$ cat config.mk
export PLATFORM = sky130hd
export DESIGN_NAME = mul_tag_tracker
export DESIGN_NICKNAME = d
export VERILOG_FILES = /design/src/rtl/mul_tag_tracker.sv
export SDC_FILE = /design/constraint.sdc
export NUM_CORES = 1
export LEC_CHECK = 0
export CORE_UTILIZATION = 30
export DETAILED_ROUTE_END_ITERATION = 8
export MAX_ROUTING_LAYER = met4
export PLACE_DENSITY = 0.78
export SETUP_SLACK_MARGIN = 0.05
export SYNTH_ARGS = -nofsm -noshare
export SYNTH_HDL_FRONTEND = slang
export SYNTH_SLANG_ARGS = --single-unit
$ cat constraint.sdc
create_clock -name clk -period 1.7 [get_ports clk]
set_input_delay 0.34 -clock clk [delete_from_list [all_inputs] [get_ports clk]]
set_output_delay 0.34 -clock clk [all_outputs]
set_load 0.05 [all_outputs]
$ cat src/rtl/mul_tag_tracker.sv
// mul_tag_tracker: forwards operand pairs to a variable-latency multiplier,
// holds each request's destination tag in an in-order FIFO and rejoins it
// with the returning product in a one-entry registered output stage.
module mul_tag_tracker #(
  parameter int p_tag_nbits = 5,
  parameter int p_depth     = 2
) (
  input  logic                      clk,
  input  logic                      reset_n,
  input  logic                      req_val,
  output logic                      req_rdy,
  input  logic [63:0]               req_msg,
  input  logic [p_tag_nbits-1:0]    req_tag,
  output logic                      mul_req_val,
  input  logic                      mul_req_rdy,
  output logic [63:0]               mul_req_msg,
  input  logic                      mul_resp_val,
  output logic                      mul_resp_rdy,
  input  logic [31:0]               mul_resp_msg,
  output logic                      resp_val,
  input  logic                      resp_rdy,
  output logic [31:0]               resp_msg,
  output logic [p_tag_nbits-1:0]    resp_tag,
  output logic [$clog2(p_depth):0]  pending,
  output logic                      err
);

  localparam int c_ptr_nbits = $clog2(p_depth);
  localparam int c_cnt_nbits = c_ptr_nbits + 1;
  localparam logic [c_ptr_nbits-1:0] c_ptr_one = 1;
  localparam logic [c_cnt_nbits-1:0] c_cnt_one = 1;
  localparam logic [c_cnt_nbits-1:0] c_cnt_full = c_cnt_nbits'(p_depth);
  localparam logic [c_cnt_nbits-1:0] c_cnt_zero = '0;

  logic [p_tag_nbits-1:0] r_tags [p_depth];
  logic [c_ptr_nbits-1:0] r_wr_ptr;
  logic [c_ptr_nbits-1:0] r_rd_ptr;
  logic [c_cnt_nbits-1:0] r_pending;
  logic                   r_err;
  logic                   r_resp_val;
  logic [31:0]            r_resp_msg;
  logic [p_tag_nbits-1:0] r_resp_tag;

  logic w_full;
  logic w_req_fire;
  logic w_mul_fire;
  logic w_pop;
  logic w_spurious;
  logic w_resp_fire;

  // Full uses registered occupancy only, so a same-cycle pop never opens a
  // slot for a push and req_rdy has no path from the response side.
  assign w_full       = (r_pending == c_cnt_full);
  assign mul_req_val  = req_val & ~w_full;
  assign req_rdy      = mul_req_rdy & ~w_full;
  assign mul_req_msg  = req_msg;
  assign w_req_fire   = req_val & req_rdy;

  assign mul_resp_rdy = ~r_resp_val | resp_rdy;
  assign w_mul_fire   = mul_resp_val & mul_resp_rdy;
  assign w_pop        = w_mul_fire & (r_pending != c_cnt_zero);
  assign w_spurious   = w_mul_fire & (r_pending == c_cnt_zero);
  assign w_resp_fire  = r_resp_val & resp_rdy;

  assign resp_val = r_resp_val;
  assign resp_msg = r_resp_msg;
  assign resp_tag = r_resp_tag;
  assign pending  = r_pending;
  assign err      = r_err;

  // Tag storage; contents are meaningless until written, so no reset.
  always_ff @(posedge clk) begin
    if (w_req_fire) begin
      r_tags[r_wr_ptr] <= req_tag;
    end
  end

  // FIFO pointers and occupancy count.
  always_ff @(posedge clk or negedge reset_n) begin
    if (!reset_n) begin
      r_wr_ptr  <= '0;
      r_rd_ptr  <= '0;
      r_pending <= '0;
    end else begin
      if (w_req_fire) begin
        r_wr_ptr <= r_wr_ptr + c_ptr_one;
      end
      if (w_pop) begin
        r_rd_ptr <= r_rd_ptr + c_ptr_one;
      end
      case ({w_req_fire, w_pop})
        2'b10:   r_pending <= r_pending + c_cnt_one;
        2'b01:   r_pending <= r_pending - c_cnt_one;
        default: r_pending <= r_pending;
      endcase
    end
  end

  // Output register: loads on a legal product, clears once drained.
  always_ff @(posedge clk or negedge reset_n) begin
    if (!reset_n) begin
      r_resp_val <= 1'b0;
      r_resp_msg <= '0;
      r_resp_tag <= '0;
    end else if (w_pop) begin
      r_resp_val <= 1'b1;
      r_resp_msg <= mul_resp_msg;
      r_resp_tag <= r_tags[r_rd_ptr];
    end else if (w_resp_fire) begin
      r_resp_val <= 1'b0;
    end
  end

  // Sticky flag for a product arriving with no tag outstanding.
  always_ff @(posedge clk or negedge reset_n) begin
    if (!reset_n) begin
      r_err <= 1'b0;
    end else if (w_spurious) begin
      r_err <= 1'b1;
    end
  end

endmodule

Yosys cells after proc, flatten, opt, wreduce, memory -nomap -nowiden:

Memories as Yosys holds them, arrays and structs flattened. A register that Yosys moved wholly into a read port is not among the register bits.
Cells that the tools add are included.

* register bits after elaboration: 38
* RAM bits: 10
* input port bits: 107
* output and inout bits: 108
* logic and storage cells: 34
* memories kept: 1

* $add $sub $neg: 4
* equality and inequality tests: 3
* multiplexer cells: 5
* bitwise operators: 10
* reductions and logical operators: 5

Memories
* r_tags: words 2, bits a word 5, read ports 1, clocked after memory_dff 1, wr ports 1, line 35 `logic [p_tag_nbits-1:0] r_tags [p_depth];`

Operators by type and width (count)
* $and A1 B1 Y1: 7
* $reduce_bool A2 Y1: 3
* $eq A2 B2 Y1 const B: 2
* $mux W1: 4
* $pmux W2 S2: 1
* $add A1 B1 Y1 const B: 2
* $add A2 B1 Y2 const B: 1
* $eq A2 B1 Y1 const B: 1
* $logic_not A2 Y1: 1
* $not A1 Y1: 2
* $sub A2 B1 Y2 const B: 1
* $logic_not A1 Y1: 1
* $or A1 B1 Y1: 1

Depth between registers and ports, before layout:

Gate-level depths: netlist (run 1).

* depth after elaboration: 6
* mapped depth: 8
* gate-level depth less buffers: 7

Worst setup path after synthesis (run 1):

OpenSTA, ideal clock, no wires.

* path kind: register to register
* start: register r_resp_val, in the netlist resp_val
* end: register r_pending[1], in the netlist pending[1]
* library setup time: 0.145 ns
* arrival: 2.080 ns
* required time: 1.555 ns
* setup slack: -0.525 ns
* stages on the path, launching flop included: 9
* buffers on the path: 1
* period minus slack after synthesis: 2.225 ns
* path through: dfrtp_1 nand2b_1 nand3b_4 buf_6 inv_1 ha_1 xnor2_1 nor2_1 xor2_1

* longest elaborated chain between the ends: 6
* elaborated cells on any way between the ends: 8
* those cells by class: 2 x eq/ne; 1 x mux; 4 x bitwise; 1 x reduce/logical

Ends and longest elaborated chain
* start: declaration: line 40 `logic r_resp_val;`
* start signal: assignment: line 102 `r_resp_val <= 1'b0;`
* start signal: assignment: line 106 `r_resp_val <= 1'b1;`
* start signal: assignment: line 110 `r_resp_val <= 1'b0;`
* $not A1 Y1 *: line 59 `assign mul_resp_rdy = ~r_resp_val | resp_rdy;`
* $or A1 B1 Y1 *: line 59
* net mul_resp_rdy: line 18 `output logic mul_resp_rdy,`
* $and A1 B1 Y1 *: line 60 `assign w_mul_fire = mul_resp_val & mul_resp_rdy;`
* $and A1 B1 Y1 *: line 61 `assign w_pop = w_mul_fire & (r_pending != c_cnt_zero);`
* net w_pop: line 47 `logic w_pop;`
* $eq A2 B1 Y1 or $eq A2 B2 Y1 (tied branches): line 91 `case ({w_req_fire, w_pop})`
* $pmux W2 S2 or $reduce_bool A2 Y1 (tied branches)
* end signal: assignment: line 92 `2'b10: r_pending <= r_pending + c_cnt_one;`
* end signal: assignment: line 93 `2'b01: r_pending <= r_pending - c_cnt_one;`
* end signal: assignment: line 94 `default: r_pending <= r_pending;`
* end: declaration: line 38 `logic [c_cnt_nbits-1:0] r_pending;`

The timed path passes the listed nets; every way through them passes the cells marked *.
A chain may end at the register's enable or synchronous reset.

Worst setup path in the final report (run 1):

* start: register r_pending[0], in the netlist pending[0]
* end: output mul_req_val

* longest elaborated chain between the ends: 3

Ends and longest elaborated chain
* $eq A2 B2 Y1: line 53 `assign w_full = (r_pending == c_cnt_full);`
* $not A1 Y1: line 54 `assign mul_req_val = req_val & ~w_full;`
* $and A1 B1 Y1: line 54
* end: declaration: line 14 `output logic mul_req_val,`

Every way passes these cells.

==> results of run 1 <==
==> cells by family after synthesis <==
family | after synthesis | share of synthesized area (%)
AO/OA/AOI/OAI | 1 | 0.330
XOR/XNOR | 5 | 1.65
adder cells (fa/ha/maj) | 1 | 0.471
buffers and inverters | 70 | 20.1
flip-flops | 53 | 51.8
multiplexers | 42 | 23.0
AND/OR/NAND/NOR | 11 | 2.68
==> worst max-delay path, stage by stage, from the launching register on <==
cell	delay, ns
dfrtp_2	0.42
nand2b_1	0.17
and2_1	0.20
buf_12	0.15
==> flip-flops by register name, summed over array words and instances (netlist names) <==
| signal | count |
|---|---|
| pending | 2 |
| resp_tag | 5 |
| err | 1 |
| r_rd_ptr | 1 |
| resp_val | 1 |
| resp_msg | 32 |
| r_tags | 10 |
| r_wr_ptr | 1 |
==> cell usage after synthesis (all sizes together) <==
| cell type | count | area share [%] |
|---|---|---|
| buf | 69 | 20 |
| dfrtp | 43 | 40 |
| mux2 | 42 | 23 |
| edfxtp | 10 | 11 |
| xnor2 | 4 | 1.3 |
| nor2 | 3 | 0.42 |
| and2 | 2 | 0.47 |
| nand2b | 2 | 0.47 |
| a31o | 1 | 0.33 |
| and3 | 1 | 0.24 |
| ha | 1 | 0.47 |
| inv | 1 | 0.14 |
| nand2 | 1 | 0.14 |
| nand3 | 1 | 0.19 |
| nand3b | 1 | 0.75 |
| xor2 | 1 | 0.33 |
==> path summary, 6_finish.rpt <==
kind | start | end | cells after the start
hold / removal | reset_n | r_wr_ptr | 2
min in group clk | r_wr_ptr | r_wr_ptr | 1
max in group asynchronous | reset_n | resp_msg[12] | 3
setup / recovery | pending[0] | mul_req_val | 3
setup reg to reg | pending[0] | resp_msg[10] | 6
hold reg to reg | r_wr_ptr | r_wr_ptr | 1
==> layer usage <==
| metal | wire, microns | vias to the layer above | GRT usage, % |
|---|---|---|---|
| met5 | 0 | - | - |
| met4 | 261 | 0 | 7.71 |
| met3 | 424 | 42 | 2.53 |
| met2 | 2320 | 70 | 17.7 |
| met1 | 1970 | 666 | 12.0 |
| li1 | - | 608 | - |
==> repair_timing <==
action | 4_1_cts | 5_1_grt
resized for setup | 0 | 2
buffers inserted | 2 | 1
endpoints found under the hold margin | 15 | 0
endpoints found under the setup margin | 2 | 7
hold buffers | 1 | 0
pin swaps | 0 | 1
==> through the flow <==
step	hold slack, ns	worst slack [ns]	area (sq um)	TNS [ns]	power (W)
final	0.494	0.120	3320	0	0.00737
after floorplan	0.0444	0.0380	2690	0	0.00562
after global placement	0.300	-0.0426	3150	-0.607	0.00644
after global routing	0.520	0.0459	3320	0	0.00774
after CTS	0.508	0.0693	3290	0	0.00742
after detailed placement	0.294	-0.0707	3150	-1.20	0.00649
==> report_power, final <==
part / switching [W] / leakage (nW) / internal, W / total, W
Combinational: 0.00253 / 0.880 / 0.00180 / 0.00433
Clock: 0.000415 / 0.0587 / 0.000442 / 0.000857
Sequential: 0.000341 / 0.589 / 0.00185 / 0.00219
Total: 0.00328 / 1.53 / 0.00409 / 0.00737
==> area by class of cell <==
cell class	count	area (sq um)	area share, %
clock buffers	5	68.8	2.08
clock inverters	3	45.0	1.36
inverters	1	6.26	0.189
multi-input cells	60	773	23.3
flip-flops and latches	53	1380	41.6
well taps	105	131	3.96
repair buffers	96	911	27.5
==> results.sh, run 1 <==
export IMPL_status="finished, final reports clean"
export IMPL_hp_class="input port to asynchronous set/reset pin"
export IMPL_max_freq_mhz=633
export IMPL_period_needed_ns=1.58
export IMPL_insertedDiodeCount=0
export IMPL_start_util_pct=31.7
export IMPL_rsz0062_at_grt="true"
export IMPL_drive_gt1_share_pct=52.3
export IMPL_syn_num_nets=291
export IMPL_dp_cells=311
export IMPL_grt_overflow=0
export IMPL_gp_congestion=0.654
export IMPL_grt_usage_pct=11.0
export IMPL_hpwl_microns=3670
export IMPL_num_nets_final=325
export IMPL_instances_no_fill=323
export IMPL_antenna_left=0
export IMPL_layout_commonest_cell="buf_4"
export IMPL_vias=1386
export IMPL_io_pins=215
export IMPL_cp_required_ns=1.36
export IMPL_p_leak_nw=1.53
export IMPL_crit_type="flop to primary output"
export IMPL_slew_headroom_pct=73.3
export IMPL_cts_made_buffers=5
export IMPL_cap_viol_max_count=0
export IMPL_grt_pass1_vias=1457
export IMPL_area_growth_pct=24.8
export IMPL_std_cell_rows=33
export IMPL_setup_viol=0
export IMPL_clk_latency_ns=0.30
export IMPL_cts_root_buf="clkbuf_8"
export IMPL_synth_seq_cells=53
export IMPL_powerDensity_nw_per_um2=2220
export IMPL_r2r_slack_ns=0.13
export IMPL_arrival_ns=1.24
export IMPL_routed_via_density=4.29
export IMPL_cts_path_max_buffers=2
export IMPL_path_clk_slew_ns=0.10
export IMPL_die_h_microns=96.1
export IMPL_grt_max_degree=29
export IMPL_syn_area_per_cell_sq_um=14.5
export IMPL_ir_drop_uv=672
export IMPL_cts_sinks=53
export IMPL_finalClockSkew_ns=0.00905
export IMPL_dr_pass1_iters=4
export IMPL_die_area_sq_um=9240
export IMPL_synthDistinctLibCells=19
export IMPL_cp_start_kind="flop"
export IMPL_path_max_fanout=3
export IMPL_period_share_pct=92.9
export IMPL_ys_warn_count=0
export IMPL_grt_pass1_wl_microns=7340
export IMPL_end_kind="primary output"
export IMPL_fillCellCount=798
export IMPL_worstMarginPinSlew_ns=0.401
export IMPL_wl_per_cell_microns=15.4
export IMPL_fp_coreArea_sq_um=8380
export IMPL_final_cell_mix="buf_4, clkdlybuf4s50_1, dfrtp_1"
export IMPL_final_core_util_pct=39.6
export IMPL_cts_tree="done"
export IMPL_drt_iter0_markers=28
export IMPL_routed_wl_microns=4980
export IMPL_slew_violations=0
export IMPL_htreeDepth=2
export IMPL_syn_inst=183
export IMPL_final_hold_violation_count=0
export IMPL_drc=0
export IMPL_die_w_microns=96.1
export IMPL_syn_area_sq_um=2660
export IMPL_ys_seq_area_share_pct=51.8
export IMPL_antenna_found_initial=0
export IMPL_portBuffers=86
No activity file was read; power rests on OpenSTA's default activity.
==> inputs of run 2 (changes only) <==
TNS_END_PERCENT = 5   (was unset)
==> results.sh, run 2 (synthesis gave the netlist of run 1 again) <==
export IMPL_cap_viol_max_count=0
export IMPL_grt_max_degree=29
export IMPL_setup_viol=0
export IMPL_path_clk_slew_ns=0.10
export IMPL_worstMarginPinSlew_ns=0.401
export IMPL_die_area_sq_um=9240
export IMPL_final_hold_violation_count=0
export IMPL_instances_no_fill=323
export IMPL_rsz0062_at_grt="true"
export IMPL_arrival_ns=1.26
export IMPL_cts_sinks=53
export IMPL_period_needed_ns=1.60
export IMPL_num_nets_final=325
export IMPL_path_max_fanout=3
export IMPL_regArea_sq_um=1380
export IMPL_status="finished, final reports clean"
export IMPL_grt_usage_pct=11.0
export IMPL_end_kind="primary output"
export IMPL_period_share_pct=94.3
export IMPL_wl_per_cell_microns=15.4
export IMPL_gp_congestion=0.654
export IMPL_multiInputGateArea_sq_um=772
export IMPL_die_h_microns=96.1
export IMPL_start_util_pct=31.7
export IMPL_finalClockSkew_ns=0.00905
export IMPL_hpwl_microns=3670
export IMPL_grt_overflow=0
export IMPL_io_pins=215
export IMPL_r2r_start="pending[0]"
export IMPL_vias=1386
export IMPL_dr_pass1_iters=4
export IMPL_drive_gt1_share_pct=52.3
export IMPL_crit_start="pending[0]"
export IMPL_place_ws_ns=-0.0707
export IMPL_final_cell_mix="buf_4, clkdlybuf4s50_1, dfrtp_1"
export IMPL_max_freq_mhz=624
export IMPL_dp_cells=311
export IMPL_drc=0
export IMPL_p_leak_nw=1.53
export IMPL_largest_reg_flops=32
export IMPL_area_growth_pct=24.7
export IMPL_grt_pass1_vias=1457
export IMPL_fin_ws_ns=0.0963
export IMPL_htreeDepth=2
export IMPL_cts_made_buffers=5
export IMPL_grt_pass1_wl_microns=7340
export IMPL_std_cell_rows=33
export IMPL_routed_via_density=4.29
export IMPL_crit_type="flop to primary output"
export IMPL_antenna_found_initial=0
export IMPL_slew_violations=0
export IMPL_cts_root_buf="clkbuf_8"
export IMPL_ir_drop_uv=671
export IMPL_die_w_microns=96.1
export IMPL_routed_wl_microns=4980
export IMPL_antenna_left=0
export IMPL_slew_headroom_pct=73.3
export IMPL_placed_cell_area_sq_um=3150
export IMPL_fp_coreArea_sq_um=8380
export IMPL_cp_required_ns=1.36
export IMPL_insertedDiodeCount=0
export IMPL_final_area_sq_um=3310
export IMPL_hp_class="input port to asynchronous set/reset pin"
export IMPL_portBuffers=86
export IMPL_powerDensity_nw_per_um2=2220
export IMPL_drt_iter0_markers=28
export IMPL_cp_start_kind="flop"
export IMPL_cts_tree="done"
export IMPL_clk_latency_ns=0.30
export IMPL_cts_path_max_buffers=2
export IMPL_layout_commonest_cell="buf_4"
export IMPL_final_core_util_pct=39.5
export IMPL_fillCellCount=799
==> run 2: cell count changes in the layout (fill, tap and decap cells not counted) <==
cell / change
and2_2: +1
and2_4: -1
==> run 2: per-layer routing <==
metal	track usage [%]	wire, microns
met1	12.0	1970
met4	7.71	261
met5	-	0
met3	2.53	424
met2	17.7	2320
==> run 2: worst paths after layout <==
kind                           endpoint  slack, ns  cells after the start
setup / recovery                req_rdy        0.1                      3
hold / removal                 r_wr_ptr       0.49                      2
setup reg to reg           resp_msg[10]       0.13                      6
hold reg to reg                r_wr_ptr       0.50                      1
max in group asynchronous  resp_msg[12]       0.73                      3
min in group clk               r_wr_ptr       0.50                      1
==> run 2: power by group <==
part	total [W]	switching, W	internal, W	leakage, nW
logic	0.00432	0.00253	0.00179	0.878
registers	0.00219	0.000341	0.00185	0.589
clock network	0.000857	0.000415	0.000442	0.0587
==> run 2: worst max-delay path, stage by stage (launching register included) <==
cell and delay, ns:
dfrtp_2 0.42, nand2b_1 0.17, and2_2 0.23, buf_12 0.15
==> run 2: repair_timing <==
action | CTS | global route
resized for setup | 0 | 1
endpoints found under the hold margin | 15 | 0
pin swaps | 0 | 1
buffers inserted | 2 | 1
setup endpoints to repair | 2 | 7
hold buffers | 1 | 0
==> run 2: per-stage QoR <==
stage          total power [W]  TNS [ns]  hold WS (ns)
6_report               0.00737         0         0.494
5_1_grt                0.00774         0         0.520
4_1_cts                0.00742         0         0.508
3_5_place_dp           0.00649     -1.20         0.294
3_3_place_gp           0.00644    -0.607         0.300
2_1_floorplan          0.00562         0        0.0444
==> run 2: layout make-up <==
| type | count | share of cell area (%) |
|---|---|---|
| Clock buffer | 5 | 2.08 |
| Clock inverter | 3 | 1.36 |
| Inverter | 1 | 0.189 |
| Multi-Input combinational cell | 60 | 23.3 |
| Sequential cell | 53 | 41.6 |
| Tap cell | 105 | 3.96 |
| Timing Repair Buffer | 96 | 27.5 |
